--- config.mk ---
export PLATFORM = sky130hd
export DESIGN_NAME = onehot_ring_monitor
export DESIGN_NICKNAME = d
export VERILOG_FILES = /design/src/rtl/monitor_pkg.sv /design/src/rtl/onehot_encoder.sv /design/src/rtl/onehot_ring_monitor.sv
export SDC_FILE = /design/constraint.sdc
export NUM_CORES = 1
export LEC_CHECK = 0
export BUFFER_PORTS_ARGS = -buffer_cell sky130_fd_sc_hd__buf_2
export CAP_MARGIN = 5
export CORE_UTILIZATION = 54
export CTS_CLUSTER_DIAMETER = 60
export DETAILED_ROUTE_END_ITERATION = 7
export MAX_ROUTING_LAYER = met4
export PLACE_DENSITY = 0.79
export SYNTH_ARGS = -nofsm -noshare
export SYNTH_HDL_FRONTEND = slang
export SYNTH_HIERARCHICAL = 1
export SYNTH_SLANG_ARGS = --single-unit
--- constraint.sdc ---
create_clock -name clk -period 4 [get_ports clk]
set_input_delay 0.2 -clock clk [delete_from_list [all_inputs] [get_ports clk]]
set_output_delay 0.2 -clock clk [all_outputs]
set_load 0.005 [all_outputs]
--- src/rtl/monitor_pkg.sv ---
// Shared definitions for the one-hot ring counter and its downstream monitor.
package monitor_pkg;

    // Default ring width; the upstream ring counter uses the same constant.
    localparam int DEFAULT_NUM_BITS = 4;

    // Lock-tracking states of the ring monitor.
    typedef enum logic [1:0] {
        UNLOCKED = 2'd0,
        LOCKED   = 2'd1,
        ERROR    = 2'd2
    } mon_state_t;

endpackage : monitor_pkg

--- src/rtl/onehot_encoder.sv ---
// Combinational one-hot to binary encoder with a one-hot legality flag.
module onehot_encoder
    import monitor_pkg::*;
#(
    parameter  int NUM_BITS = DEFAULT_NUM_BITS,
    localparam int IDX_W    = $clog2(NUM_BITS)
) (
    input  logic [NUM_BITS-1:0] vec,
    output logic [IDX_W-1:0]    index,
    output logic                is_onehot
);

    // Index of the set bit (meaningful only when is_onehot is 1).
    always_comb begin
        index = {IDX_W{1'b0}};
        for (int i = 0; i < NUM_BITS; i++) begin
            index = vec[i] ? IDX_W'(i) : index;
        end
    end

    // Exactly one bit set: non-zero and clearing the lowest set bit leaves nothing.
    always_comb begin
        is_onehot = (vec != {NUM_BITS{1'b0}}) &&
                    ((vec & (vec - {{(NUM_BITS-1){1'b0}}, 1'b1})) == {NUM_BITS{1'b0}});
    end

endmodule : onehot_encoder

--- src/rtl/onehot_ring_monitor.sv ---
// Monitors a one-hot ring counter: encodes each sample, checks the rotation
// sequence, counts laps and latches errors. Resynchronises on the value 1.
module onehot_ring_monitor
    import monitor_pkg::*;
#(
    parameter  int NUM_BITS = DEFAULT_NUM_BITS,
    parameter  int LAP_W    = 8,
    localparam int IDX_W    = $clog2(NUM_BITS)
) (
    input  logic                clk,
    input  logic                reset,
    input  logic                sample_en,
    input  logic [NUM_BITS-1:0] ring_in,
    input  logic                clr_err,
    output logic [IDX_W-1:0]    index,
    output logic                index_valid,
    output logic                locked,
    output logic [LAP_W-1:0]    lap_count,
    output logic                lap_pulse,
    output logic                err_not_onehot,
    output logic                err_sequence,
    output logic                err_sticky
);

    localparam logic [NUM_BITS-1:0] RING_ONE = {{(NUM_BITS-1){1'b0}}, 1'b1};

    mon_state_t          state;
    mon_state_t          state_next;
    logic [NUM_BITS-1:0] prev;
    logic [NUM_BITS-1:0] prev_next;
    logic [NUM_BITS-1:0] expected;
    logic [IDX_W-1:0]    enc_index;
    logic                enc_onehot;
    logic [IDX_W-1:0]    index_next;
    logic                index_valid_next;
    logic [LAP_W-1:0]    lap_count_next;
    logic                lap_pulse_next;
    logic                err_not_onehot_next;
    logic                err_sequence_next;
    logic                err_sticky_next;

    onehot_encoder #(
        .NUM_BITS (NUM_BITS)
    ) u_encoder (
        .vec       (ring_in),
        .index     (enc_index),
        .is_onehot (enc_onehot)
    );

    // Legal successor of the previous sample: rotate left by one position.
    always_comb begin
        expected = {prev[NUM_BITS-2:0], prev[NUM_BITS-1]};
    end

    // Next-state and next-output computation for every registered quantity.
    always_comb begin
        state_next          = state;
        prev_next           = prev;
        index_next          = index;
        index_valid_next    = index_valid;
        lap_count_next      = lap_count;
        lap_pulse_next      = 1'b0;
        err_not_onehot_next = 1'b0;
        err_sequence_next   = 1'b0;

        if (sample_en) begin
            index_valid_next = enc_onehot;
            index_next       = enc_onehot ? enc_index : index;

            case (state)
                UNLOCKED: begin
                    if (enc_onehot) begin
                        prev_next  = ring_in;
                        state_next = LOCKED;
                    end else begin
                        state_next = UNLOCKED;
                    end
                end
                LOCKED: begin
                    if (!enc_onehot) begin
                        err_not_onehot_next = 1'b1;
                        state_next          = ERROR;
                    end else if (ring_in == expected) begin
                        prev_next = ring_in;
                        // Wrapping from the MSB back to bit 0 completes a lap.
                        if (prev[NUM_BITS-1]) begin
                            lap_pulse_next = 1'b1;
                            lap_count_next = lap_count + {{(LAP_W-1){1'b0}}, 1'b1};
                        end else begin
                            lap_pulse_next = 1'b0;
                        end
                    end else begin
                        err_sequence_next = 1'b1;
                        state_next        = ERROR;
                    end
                end
                ERROR: begin
                    // Only the ring's reset value re-establishes a known phase.
                    if (ring_in == RING_ONE) begin
                        prev_next  = RING_ONE;
                        state_next = LOCKED;
                    end else begin
                        state_next = ERROR;
                    end
                end
                default: begin
                    prev_next  = {NUM_BITS{1'b0}};
                    state_next = UNLOCKED;
                end
            endcase
        end else begin
            state_next = state;
        end

        // clr_err acts independently of sample_en; a fresh error wins over the clear.
        err_sticky_next = (err_sticky & ~clr_err) | err_not_onehot_next | err_sequence_next;
    end

    // State and output registers with synchronous active-high reset.
    always_ff @(posedge clk) begin
        if (reset) begin
            state          <= UNLOCKED;
            prev           <= {NUM_BITS{1'b0}};
            index          <= {IDX_W{1'b0}};
            index_valid    <= 1'b0;
            locked         <= 1'b0;
            lap_count      <= {LAP_W{1'b0}};
            lap_pulse      <= 1'b0;
            err_not_onehot <= 1'b0;
            err_sequence   <= 1'b0;
            err_sticky     <= 1'b0;
        end else begin
            state          <= state_next;
            prev           <= prev_next;
            index          <= index_next;
            index_valid    <= index_valid_next;
            locked         <= (state_next == LOCKED);
            lap_count      <= lap_count_next;
            lap_pulse      <= lap_pulse_next;
            err_not_onehot <= err_not_onehot_next;
            err_sequence   <= err_sequence_next;
            err_sticky     <= err_sticky_next;
        end
    end

endmodule : onehot_ring_monitor

### Word level (Yosys, flattened, before mapping)

Cells that the tools add are included.

| cells by class | value |
|---|---|
| add/sub/neg operators | 2 |
| equal/unequal tests | 9 |
| mux-type cells | 22 |
| bitwise logic cells | 9 |
| reductions and logical operators | 8 |

Operators by type and width:

| operator | number |
|---|---|
| $mux W4 | 4 |
| $mux W2 | 6 |
| $pmux W4 S3 | 1 |
| $mux W1 | 10 |
| $reduce_and A5 Y1 | 2 |
| $add A8 B1 Y8 const B | 1 |
| $ne A2 B2 Y1 const B | 4 |
| $pmux W2 S3 | 1 |
| $not A1 Y1 | 5 |
| $reduce_or A5 Y1 | 1 |
| $and A4 B4 Y4 | 1 |
| $eq A2 B1 Y1 const B | 2 |
| $eq A4 B1 Y1 const B | 1 |
| $eq A4 B4 Y1 | 1 |
| $logic_not A4 Y1 | 1 |
| $reduce_bool A4 Y1 | 1 |
| $sub A4 B1 Y4 const B | 1 |
| $eq A2 B2 Y1 const B | 1 |
| $logic_not A2 Y1 | 1 |
| $or A1 B1 Y1 | 2 |
| $reduce_and A2 Y1 | 1 |
| $and A1 B1 Y1 | 1 |
| $logic_and A1 B1 Y1 | 1 |

| word-level totals | value |
|---|---|
| bits in registers | 22 |
| input port bits | 8 |
| output and inout port bits | 16 |

### Longest topological paths before layout

| logic depth | value |
|---|---|
| depth in word-level cells | 9 |
| depth in mapped cells | 7 |
| gate-level depth less buffers | 6 |

### Modules after synthesis

The synthesis kept the hierarchy.

By module, submodules not included:

| module | instances | cells each | area each (µm²) |
|---|---|---|---|
| onehot_ring_monitor | 1 | 123 | 1097.3 |
| onehot_encoder | 1 | 7 | 55.1 |

### Worst setup path after synthesis

Ideal clock, no wire load.

| timing | value |
|---|---|
| kind | input to register |
| start point | in ring_in[3] |
| end point | reg lap_count[6] |
| setup time | 0.121 ns |
| arrival | 2.105 ns |
| setup slack | 1.774 ns |
| stages | 7 |
| buffers on the path | 1 |
| path through | or4b_1 o211ai_1 nand3_1 or2_2 buf_2 nor4_1 mux2_2 |

| on the way | value |
|---|---|
| longest elaborated chain between the ends | 5 |
| elaborated cells between the ends (all ways) | 7 |
| those cells by class | 1 x add/sub; 1 x eq/ne; 1 x bitwise; 4 x reduce/logical |

RTL lines:

| item | line | text |
|---|---|---|
| start: declaration | onehot_ring_monitor.sv:13 | `input logic [NUM_BITS-1:0] ring_in,` |
| $sub A4 B1 Y4 | onehot_encoder.sv:24 | `((vec & (vec - {{(NUM_BITS-1){1'b0}}, 1'b1})) == {NUM_BITS{1'b0}});` |
| $and A4 B4 Y4 | onehot_encoder.sv:24 |  |
| $logic_not A4 Y1 | onehot_encoder.sv:24 |  |
| $logic_and A1 B1 Y1 * | onehot_encoder.sv:23 | `is_onehot = (vec != {NUM_BITS{1'b0}}) &&` |
| net enc_onehot | onehot_ring_monitor.sv:33 | `logic enc_onehot;` |
| $reduce_and A5 Y1 (no line) * | - |  |
| end signal: assignment | onehot_ring_monitor.sv:127 | `lap_count <= {LAP_W{1'b0}};` |
| end signal: assignment | onehot_ring_monitor.sv:138 | `lap_count <= lap_count_next;` |
| end: declaration | onehot_ring_monitor.sv:18 | `output logic [LAP_W-1:0] lap_count,` |

Mark *: on every way through the listed nets, which the timed path passes. The rest lies on a longest branch.
A chain may end at the register's enable or synchronous reset.

### Worst setup path after layout

| timing | value |
|---|---|
| start point | in ring_in[3] |
| end point | reg lap_count[7] |

Same word-level chain as after synthesis.

==> results <==
- The flow ran to the end, and the final reports show no timing, DRC or antenna violations.
- The portion of the clock cycle consumed by the worst path in the final layout is between 50% and 60%.
- The clock insertion delay at the later pin of the skew report is 0.31 ns.
- Along the worst path, the maximum fanout reaches 13.
- The detailed-route DRC error count is 0.
- The cell area after layout is 1320 um^2.
- The placement-stage cell area is about 1300 um^2.
- Setup violations remaining at the end of the flow were counted as 0.
- The number of sinks on the clock net is 22.
- Buffers inserted to repair hold after CTS numbered 0.
- The class of the worst hold path is primary input to flip-flop.
- The H-tree level count is 1.
- The number of antenna diodes is 0.
- The fill cell instance count of the final layout is 179.
- The placer's final routability congestion estimate is between 0.8 and 0.9.
- Clock tree synthesis selected as its root buffer the cell sky130_fd_sc_hd__clkbuf_4.
- The synthesized netlist net count is about 140.
- Ranked by total cell area, the synthesized netlist is headed by sky130_fd_sc_hd__dfxtp_1 (38%), sky130_fd_sc_hd__a21oi_1 (6.9%), sky130_fd_sc_hd__xnor2_1 (3.8%).
- The worst slew slack as a fraction of its limit is between 60% and 70%.
- The multi-input gate area in the final layout is between 600 and 700 um^2.
- The number of flip-flops and latches in the synthesized netlist is 22.
- For this run, the number of Yosys warnings is 6.
- The height of the chip is ~48 um.
- The critical path endpoint category is a flip-flop.
- The critical path is of the primary input to flip-flop type.
- The number of antenna violations at the first check in global routing is 0.
- The first global-routing pass estimated approximately 3.9 mm of wire.
- The worst setup path is launched from a primary input.
- Detailed placement finished with a half-perimeter wire length of about 1.8 mm.
- The detailed router finished its first iteration with 20 violations.
- The critical path data required time is between 4 and 5 ns.
- Dividing the detail-routed wire length by the instance count gives about 14 um.
- The share of Yosys cell area claimed by the top area cell type is 38.2%.
- The clock period could shrink to approximately 2.3 ns.
- In this run the post-CTS setup repair buffer count came out at 0.
- Max-cap violations in this run came to 0.
- TritonCTS built the clock tree.
- The actual slew at the worst max-slew pin is about 0.56 ns.
- The sum of negative setup slack is 0 ns.
- Counting every instance in the synthesized netlist gives 130.
- The number of endpoints with negative hold slack in the final report came to 0.
- The largest area contributor in the synthesized netlist is sky130_fd_sc_hd__dfxtp_1.
- The share of the core filled with cells is roughly 66%.
- Summing all flip-flop and latch instances after layout gives 440 um^2.
- The post-route netlist has between 20% and 30% of its cells at a drive strength greater than 1.
- The floorplan step set the die width to around 48 um.
- The area growth from synthesis to layout is 14.3%.
- The initialized floorplan defines 16 standard-cell rows.
- The maximum clock path buffer count is 2.
- The number of placed I/O pins is 24.
- The floorplan step defined a die boundary enclosing about 2300 um^2.
- The leakage power is around 0.49 nW.
- The synthesized area is about 1200 um^2.
- The detailed router placed 1079 vias in this run.
- The final layout net count is about 160.
- Global routing used about a quarter of the available tracks across all layers.
- The worst path arrival time is 2.47 ns.
- The number of resized instances in the post-cts repair step is 0.
- A synthesized cell averages just under 9 um^2.
- Clock skew on the completed layout was measured at around 0.0056 ns.
- The number of pins exceeding their max-slew limit in the final report is 0.
- The effective utilization at floorplan is about three fifths.
- In this run the tool buffered the top-level ports with 23 buffer cells.
- The area of the core is 1980 um^2.
- The maximum operating frequency is 0.443 GHz.
- The maximum number of pins on one net before global-route repair is 25.
- For this run, the detailed router's first-pass iteration total came to 4.
- The proportion of synthesized chip area in sequential cells is 38.2%.
- The via count of the first global-routing pass was about 900.
- The routed via count divided by cell count is ~6.0.
- After layout, the design draws a total of ~410 uW.
- In this run the remaining antenna-violating nets after routing total 0.
- Clock tree synthesis inserted a total of 3 buffers.
- The count of different cell masters after synthesis is 35.
- For this block, the routed nets add up to about 2.5 mm of wire.
- The global-route congestion overflow total is 0.
- Power spread over the standard cell area amounts to 312 nW/um^2.
- After clock tree synthesis, the clock-pin slew on the worst setup and hold paths is between 0.1 and 0.15 ns.
- The worst IR drop on VDD is approximately 330 uV.
- Setup repair after global routing left no endpoint under its margin.
[worst max-delay path: stages]
cell                       delay [ns]
sky130_fd_sc_hd__buf_2           0.15
sky130_fd_sc_hd__or4b_1          0.53
sky130_fd_sc_hd__o211ai_1        0.29
sky130_fd_sc_hd__nand3_1         0.19
sky130_fd_sc_hd__or2_2           0.42
sky130_fd_sc_hd__nor4_1          0.32
sky130_fd_sc_hd__mux2_2          0.37
[Yosys cell counts (all sizes together)]
| library cell | n |
|---|---|
| or4b | 4 |
| nand4b | 1 |
| or3 | 1 |
| o21ai | 7 |
| clkbuf | 4 |
| nand2b | 5 |
| ha | 1 |
| xor2 | 4 |
| nor4 | 4 |
| nor2 | 5 |
| mux2 | 2 |
| a211o | 1 |
| o31ai | 3 |
| a21oi | 16 |
| nand3 | 8 |
| or2 | 2 |
| buf | 1 |
| a311oi | 2 |
| nor3 | 1 |
| nand4 | 5 |
| or4 | 3 |
| a21o | 2 |
| a41oi | 1 |
| nand2 | 5 |
| o211ai | 2 |
| dfxtp | 22 |
| xnor2 | 5 |
| o41ai | 2 |
| nor4b | 1 |
| a31oi | 2 |
| nor2b | 4 |
| inv | 4 |
[path summary, 6_finish.rpt]
kind,start,to,slack (ns),cells past startpoint
min reg2reg,index[0],index[0],0.47,2
min,clr_err,err_sticky,0.14,3
max reg2reg,prev[3],lap_count[6],2.00,4
max,ring_in[3],lap_count[7],1.74,7
[stage by stage]
stage	cells	worst slack, ns	hold slack [ns]
2_1_floorplan	130	1.77	0.369
3_3_place_gp	175	1.57	0.443
3_5_place_dp	175	1.45	0.449
4_1_cts	179	1.78	0.142
5_1_grt	179	1.66	0.149
6_report	179	1.74	0.143
[logic make-up after synthesis]
logic type	count (synthesis)	share of synthesized area (%)
xor gates and xnor gates	9	6.84
adders and majority gates	1	1.09
buffers and inverters	9	3.04
DFF	22	38.2
muxes	2	1.95
AOI/OAI and AO/OA	38	22.0
and+or+nand+nor	49	26.8
[state kept, by name (all words and copies together) (netlist names)]
name,cells
prev,4
lap_pulse,1
err_sequence,1
err_sticky,1
lap_count,8
index,2
locked,1
state,2
err_not_onehot,1
index_valid,1
[routing by layer]
| metal | track usage (%) | up-vias | part of all wire, % |
|---|---|---|---|
| met1 | 28.6 | 512 | 44 |
| met4 | 9.44 | 0 | 1.3 |
| met2 | 40.8 | 26 | 51 |
| met5 | - | - | 0 |
| met3 | 6.30 | 4 | 3.1 |
| li1 | - | 537 | - |
[placed cells by master, fill, tap and decap left out, types with 3 or more instances in the layout]
master | Yosys | routed
sky130_fd_sc_hd__o21ai_0 | 7 | 7
sky130_fd_sc_hd__xor2_1 | 4 | 4
sky130_fd_sc_hd__nor4_1 | 4 | 4
sky130_fd_sc_hd__nand4_1 | 5 | 5
sky130_fd_sc_hd__a21oi_1 | 16 | 16
sky130_fd_sc_hd__nand2b_1 | 4 | 4
sky130_fd_sc_hd__buf_2 | 1 | 23
sky130_fd_sc_hd__nand3_1 | 8 | 8
sky130_fd_sc_hd__clkbuf_4 | 0 | 3
sky130_fd_sc_hd__inv_1 | 4 | 4
sky130_fd_sc_hd__dfxtp_1 | 22 | 22
sky130_fd_sc_hd__o31ai_1 | 3 | 3
sky130_fd_sc_hd__xnor2_1 | 5 | 5
sky130_fd_sc_hd__nand2_1 | 5 | 5
sky130_fd_sc_hd__nor2b_1 | 4 | 4
sky130_fd_sc_hd__or4_1 | 3 | 3
sky130_fd_sc_hd__nor2_1 | 5 | 5
[final cells by class]
class	count	area share, %
Sequential cell	22	33.4
Multi-Input combinational cell	99	51.4
Clock buffer	4	2.75
Inverter	4	1.14
Timing Repair Buffer	23	8.74
Tap cell	27	2.56
[report_power, final]
part | internal (mW) | switching (mW) | total [mW]
sequential | 0.225 | 0.00611 | 0.231
clock | 0.0556 | 0.0652 | 0.121
combinational | 0.0220 | 0.0365 | 0.0585
Note: power is estimated with default switching activity, not from simulation.
